### src/rtl/if_fetch_stage.sv
// IF stage: PC, single-outstanding imem fetch (REQ/WAIT/HOLD), IF/ID register; >=2 cycles/instr, stall holds IF/ID and parks a late response in a skid.
// Define IF_PERF_CNT_EN to add perf_stall_cyc / perf_flush_cnt counters.
module if_fetch_stage #(
    parameter int            AW       = 32,
    parameter logic [AW-1:0] RESET_PC = AW'(32'h0000_3000)
) (
    input  logic          clk,
    input  logic          rst,
    output logic          imem_req,
    output logic [AW-1:0] imem_addr,
    input  logic [31:0]   imem_rdata,
    input  logic          imem_rvalid,
    input  logic          stall,
    input  logic          redirect,
    input  logic [AW-1:0] redirect_pc,
    output logic [31:0]   id_instr,
    output logic [5:0]    id_op,
    output logic [AW-1:0] id_pc,
    output logic [AW-1:0] id_pc_plus4,
    output logic          id_valid
`ifdef IF_PERF_CNT_EN
    ,
    output logic [31:0]   perf_stall_cyc,
    output logic [31:0]   perf_flush_cnt
`endif
);

    typedef enum logic [1:0] {
        S_REQ  = 2'd0,
        S_WAIT = 2'd1,
        S_HOLD = 2'd2
    } state_t;

    state_t        r_state;
    state_t        w_state_nxt;
    logic [AW-1:0] r_pc;
    logic          r_kill;
    logic [31:0]   r_skid;
    logic [31:0]   r_id_instr;
    logic [AW-1:0] r_id_pc;
    logic [AW-1:0] r_id_pc4;
    logic          r_id_valid;

    logic [AW-1:0] w_pc4;
    logic          w_deliver;
    logic          w_resp;

    assign w_pc4     = r_pc + AW'(4);
    assign w_resp    = (r_state == S_WAIT) && imem_rvalid;
    assign w_deliver = w_resp && !r_kill && !redirect && !stall;

    always_ff @(posedge clk) begin
        if (rst) begin
            r_state <= S_REQ;
        end else begin
            r_state <= w_state_nxt;
        end
    end

    always_comb begin
        w_state_nxt = r_state;
        unique case (r_state)
            S_REQ:   w_state_nxt = redirect ? S_REQ : S_WAIT;
            S_WAIT: begin
                if (imem_rvalid) begin
                    w_state_nxt = (redirect || r_kill || !stall) ? S_REQ : S_HOLD;
                end
            end
            S_HOLD: begin
                if (redirect || !stall) begin
                    w_state_nxt = S_REQ;
                end
            end
            default: w_state_nxt = S_REQ;
        endcase
    end

    // A redirect in REQ suppresses the request so no response to the old PC is ever in flight.
    always_comb begin
        imem_req  = 1'b0;
        imem_addr = {r_pc[AW-1:2], 2'b00};
        if (r_state == S_REQ && !rst && !redirect) begin
            imem_req = 1'b1;
        end
    end

    always_ff @(posedge clk) begin
        if (rst) begin
            r_pc       <= RESET_PC;
            r_kill     <= 1'b0;
            r_skid     <= 32'h0;
            r_id_instr <= 32'h0;
            r_id_pc    <= '0;
            r_id_pc4   <= '0;
            r_id_valid <= 1'b0;
        end else if (redirect) begin
            r_pc       <= {redirect_pc[AW-1:2], 2'b00};
            r_kill     <= (r_state == S_WAIT) && !imem_rvalid;
            r_skid     <= 32'h0;
            r_id_instr <= 32'h0;
            r_id_pc    <= '0;
            r_id_pc4   <= '0;
            r_id_valid <= 1'b0;
        end else begin
            if (w_resp) begin
                r_kill <= 1'b0;
                if (!r_kill && stall) begin
                    r_skid <= imem_rdata;
                end
            end
            if (!stall) begin
                if (w_deliver) begin
                    r_id_instr <= imem_rdata;
                    r_id_pc    <= r_pc;
                    r_id_pc4   <= w_pc4;
                    r_id_valid <= 1'b1;
                    r_pc       <= w_pc4;
                end else if (r_state == S_HOLD) begin
                    r_id_instr <= r_skid;
                    r_id_pc    <= r_pc;
                    r_id_pc4   <= w_pc4;
                    r_id_valid <= 1'b1;
                    r_pc       <= w_pc4;
                end else begin
                    r_id_instr <= 32'h0;
                    r_id_pc    <= '0;
                    r_id_pc4   <= '0;
                    r_id_valid <= 1'b0;
                end
            end
        end
    end

    assign id_instr    = r_id_instr;
    assign id_op       = r_id_instr[31:26];
    assign id_pc       = r_id_pc;
    assign id_pc_plus4 = r_id_pc4;
    assign id_valid    = r_id_valid;

`ifdef IF_PERF_CNT_EN
    logic [31:0] r_perf_stall;
    logic [31:0] r_perf_flush;

    always_ff @(posedge clk) begin
        if (rst) begin
            r_perf_stall <= 32'h0;
            r_perf_flush <= 32'h0;
        end else begin
            if (stall && !redirect) begin
                r_perf_stall <= r_perf_stall + 32'd1;
            end
            if (redirect) begin
                r_perf_flush <= r_perf_flush + 32'd1;
            end
        end
    end

    assign perf_stall_cyc = r_perf_stall;
    assign perf_flush_cnt = r_perf_flush;
`endif

endmodule

### config.mk
export PLATFORM = sky130hd
export DESIGN_NAME = if_fetch_stage
export DESIGN_NICKNAME = d
export VERILOG_FILES = /design/src/rtl/if_fetch_stage.sv
export SDC_FILE = /design/constraint.sdc
export NUM_CORES = 1
export LEC_CHECK = 0
export ABC_CLOCK_PERIOD_IN_PS = 2000
export CORE_MARGIN = 5
export CORE_UTILIZATION = 47
export CTS_CLUSTER_DIAMETER = 120
export DETAILED_ROUTE_END_ITERATION = 10
export HOLD_SLACK_MARGIN = 0.08
export PLACE_DENSITY_LB_ADDON = 0.1
export SLEW_MARGIN = 0
export SYNTH_ARGS = -nofsm -noshare
export SYNTH_HDL_FRONTEND = slang
export SYNTH_SLANG_ARGS = --single-unit
### constraint.sdc
create_clock -name clk -period 2 [get_ports clk]
set_input_delay 0.3 -clock clk [delete_from_list [all_inputs] [get_ports clk]]
set_output_delay 0.3 -clock clk [all_outputs]
set_load 0.02 [all_outputs]
Word-level counts from Yosys, hierarchy flattened
Index checks and enable logic that the tools add are counted.

word-level totals
  register bits = 164
  input port bits = 69
  output and inout bits = 136

operators by class
  reduce and logical (&&, ||, !) cells = 25
  bitwise gates (word level) = 1
  eq/ne operators = 5
  multiplexer cells = 20
  add/subtract/negate cells = 1

operator list
  operator                 number
  $mux W32                 10
  $add A32 B3 Y32 const B  1
  $logic_and A1 B1 Y1      8
  $reduce_and A2 Y1        4
  $mux W1                  6
  $mux W2                  3
  $pmux W2 S3              1
  $logic_not A1 Y1         5
  $ne A2 B2 Y1 const B     2
  $reduce_bool A2 Y1       2
  $logic_or A1 B1 Y1       3
  $reduce_bool A3 Y1       1
  $eq A2 B1 Y1 const B     1
  $eq A2 B2 Y1 const B     1
  $logic_not A2 Y1         1
  $ne A2 B1 Y1 const B     1
  $reduce_or A2 Y1         1
  $not A1 Y1               1

Depth between registers and ports, before layout
  depth in word-level cells = 8
  depth in mapped cells = 7
  gate-level depth less buffers = 6

Least setup slack after synthesis
OpenSTA, ideal clock, no wires.

  kind = flip-flop to flip-flop
  from = reg r_pc[2]
  to = reg r_pc[22]
  stages on the path, launching flop included = 7
  clock period less this slack = 1,987 ps
  setup time = 127 ps
  setup slack = 13 ps
  data arrival time = 1,860 ps
  path through = dfxtp_1 ha_1 nand4_2 or4_4 nor3_2 xnor2_1 o21ai_1

between the ends
  longest elaborated chain between the ends = 5

ends and longest elaborated chain
  what                    RTL line  RTL
  start, declared         36        logic [AW-1:0] r_pc;
  start signal, assigned  97        r_pc <= {redirect_pc[AW-1:2], 2'b00};
  start signal, assigned  117       r_pc <= w_pc4;
  start signal, assigned  123       r_pc <= w_pc4;
  $add A32 B3 Y32 (*)     48        assign w_pc4 = r_pc + AW'(4);
  $mux W32                118       end else if (r_state == S_HOLD) begin
  $mux W32 (*)            112       if (w_deliver) begin
  $mux W32 (*)            111       if (!stall) begin
  $mux W32 (*)            96        end else if (redirect) begin

Mark *: on every way between the ends. The rest lies on a longest branch, timed or not. The select of a mux whose other input is x is not followed.
A chain may end at the register's enable or synchronous reset.

Final worst setup path
  from = reg r_pc[8]
  to = out imem_addr[8]

RTL lines
  what           RTL line  RTL
  end, declared  10        output logic [AW-1:0] imem_addr,

No word-level cell between the ends.

==> results.md <==
* Nature of the critical path endpoint: primary output
* Pleak at ~3.4 nW
* Highest-count cells in the layout ignoring fill and taps: clkdlybuf4s50_1 (194), dfxtp_1 (158), nand2_1 (123), buf_4 (52), nor2_1 (46)
* Fin util at 69.27%
* Flop pwr share at 44.8%
* Critical path type: flip-flop to primary output
* Clock H-tree levels at 4
* CTS tree: built
* Hold Slack at ~0.45 ns
* Routability cong. at between 0.8 and 0.9
* Number of synthesized register bits at 158
* # DRC at 0
* Syn Inst Count at 743
* Layout cells sized above 1 at between 10 and 15%
* Total power draw at 7.335 mW
* Status: finished clean
* DRT Wirelength at 19,600 um
* Crit-path max FO at 5
* Die Span X at 127.7 um
* Sequential area share after synthesis at 48.59%
* Final hold vios at 0
* Mapped cell area at 6510 um2
* Sw power at around 1.8 mW
* Syn_area_per_cell at 8.762 um2
* Yosys warning total at 0
* EDFF count, synth at 0
* Clock buffer count from CTS at 17
* # diodes at 0
* All-layer global routing usage at about a quarter
* Min Tclk post-route at 1.938 ns
* Power Internal at 5.563 mW
* Setup repair after global routing missed its margin: no
* Clk sinks at 158
* Detail Route Antenna Nets at 0
* Core ar. at 13,720 um2
* Setup violators final at 0
* Initial Util at 47.45%
* Die area at 16,300 um2
* Clk slew on worst S/H paths at 0.06 ns
* Clk pwr share at 43.6%
* Max Buffers Root-to-Sink at 2
* Sw frac at between 20% and 30%
* Worst Skew at 0.006895 ns
* Post-layout net count at 1,019
* Post-synth cell types at 57
* Inst Count DP at about 1,100
* IO Count at 205
* Vias in the first global route at 6,216
* Die height at approximately 130 um
* WL per Instance at roughly 17 um
* Leading register cell type out of synthesis: dfxtp_1
* First-pass GRT wire length at 31,370 um
* Critical Path Start Type: flip-flop
* WP data required at 1.70 ns
* Final Max Slew Viols at 0
* Normalized max-slew margin at 56.44%
* Critical path arrival at 1.64 ns
* Max cap viols at 0
* Port bufs at 196
* Initial DRC count at between 400 and 500
* Pre-CTS WS at -0.1464 ns
* Total number of vias at 6,324
* Final period util at 96.88%
* Layout Cells excl Fill at 1,142
* Async SR Flop Fraction at 0%
* Maximum VDD drop at 0.0006333 V
* CTS root buf: clkbuf_16
* Rows at 43
* Length of the first detailed-routing pass in iterations at 5
* Worst slew pin tran at about 0.65 ns
* Hold-fix buffers, CTS at 0
* Pin count of the biggest net entering global routing at 65
* Hold WC Path Type: flip-flop to flip-flop
* Skew-Pair Late Insertion Delay at 0.42 ns
* Worst setup margin at 0.06234 ns
* Fmax at 516.1 MHz
* Vias per Instance at ~5.5
* Combinational power share at 11.6%
* Initial antenna violation count at 0
* Post-DP HPWL at 13,730 um
* Power density over cell area at 771.9 nW/um2
* Area grow syn2layout at 45.97%
* Most common cell after layout, fill and taps aside: clkdlybuf4s50_1
* Grt ovf at 0
power groups by stage:
stage	logic [mW]	clock network, mW	registers, mW
2_1_floorplan	0.342	0	3.43
3_3_place_gp	0.836	0	3.35
3_5_place_dp	0.852	0	3.35
4_1_cts	0.858	3.22	3.29
5_1_grt	0.917	3.35	3.30
6_report	0.853	3.20	3.29
cell type report:
cell class / count / area [um2]
clock inverters: 11 / 115.1
inverters: 10 / 37.54
clock buffers: 21 / 470.5
repair buffers: 255 / 2486
multi-input cells: 507 / 3005
flip-flops and latches: 158 / 3163
well taps: 180 / 225.2
fillers: 1114 / 4217
registers in the layout (all words and copies together) (netlist names):
name,cells
r_kill,1
r_pc,30
id_instr,32
id_valid,1
id_pc,30
r_state,2
r_skid,32
id_pc_plus4,30
stage by stage:
stage	cell area, um2	TNS (ns)
global placement	8911	-0.3494
floorplan	6529	0
CTS	9495	0
global route	9503	0
detailed placement	8911	-0.8286
finish	9503	0
synth_stat cells, types with 5 or more instances:
library cell	number	area, um2
nand2_1	123	461.7
nand3_1	14	70.07
buf_2	17	85.08
nor2_1	49	183.9
a21oi_1	40	200.2
nor3b_1	5	37.54
mux2i_1	5	50.05
buf_4	13	97.59
xnor2_1	16	140.1
o22ai_1	8	50.05
xor2_1	19	166.4
nor2b_1	14	87.58
a221oi_1	33	289.0
o21ai_1	7	35.03
clkbuf_1	41	153.9
o21a_1	5	37.54
nor3_1	42	210.2
inv_1	10	37.54
dfxtp_1	158	3163
a22o_1	27	236.5
o211ai_1	5	37.54
and3_1	5	31.28
a22oi_1	8	60.06
nand4_1	9	56.30
o21ai_0	29	145.1
worst paths after layout:
kind | startpoint | slack, ns | cells after the start | end
worst max-delay path | r_pc[8] | 0.06 | 2 | imem_addr[8]
worst min-delay path | id_pc[27] | 0.45 | 2 | id_pc[27]
worst max register to register | r_pc[2] | 0.12 | 7 | r_pc[27]
worst min register to register | id_pc[27] | 0.45 | 2 | id_pc[27]
repair_timing:
action,CTS,global route
cloned,0,0
pin swaps,0,1
buffers inserted,0,1
endpoints found under the setup margin,1,2
gates resized for setup,1,0
critical path: stages, from the launching register on:
cell and delay, ns:
dfxtp_1 0.42, buf_4 0.16, clkdlybuf4s50_1 0.64
routing by layer:
layer | vias to the layer above | routed length, um | GRT usage, %
met5 | - | 0 | 0
met4 | 0 | 507 | 9.551
met3 | 36 | 1431 | 6.083
met2 | 243 | 9827 | 40.72
met1 | 3025 | 7831 | 28.36
li1 | 3020 | - | -
cell families (layout without fill, tap and decap cells):
group                      count (synthesis)  in the layout  synth area share (%)
other                                      1              6               0.05760
adders and majority gates                  1              1                0.1922
muxes                                      6              6                0.9418
DFF                                      158            158                 48.59
AOI/OAI and AO/OA                        179            179                 19.05
xor gates and xnor gates                  35             35                 4.709
buffers and inverters                     83            297                 5.881
and+or+nand+nor                          280            280                 20.58
No activity file was read; power rests on OpenSTA's default activity.
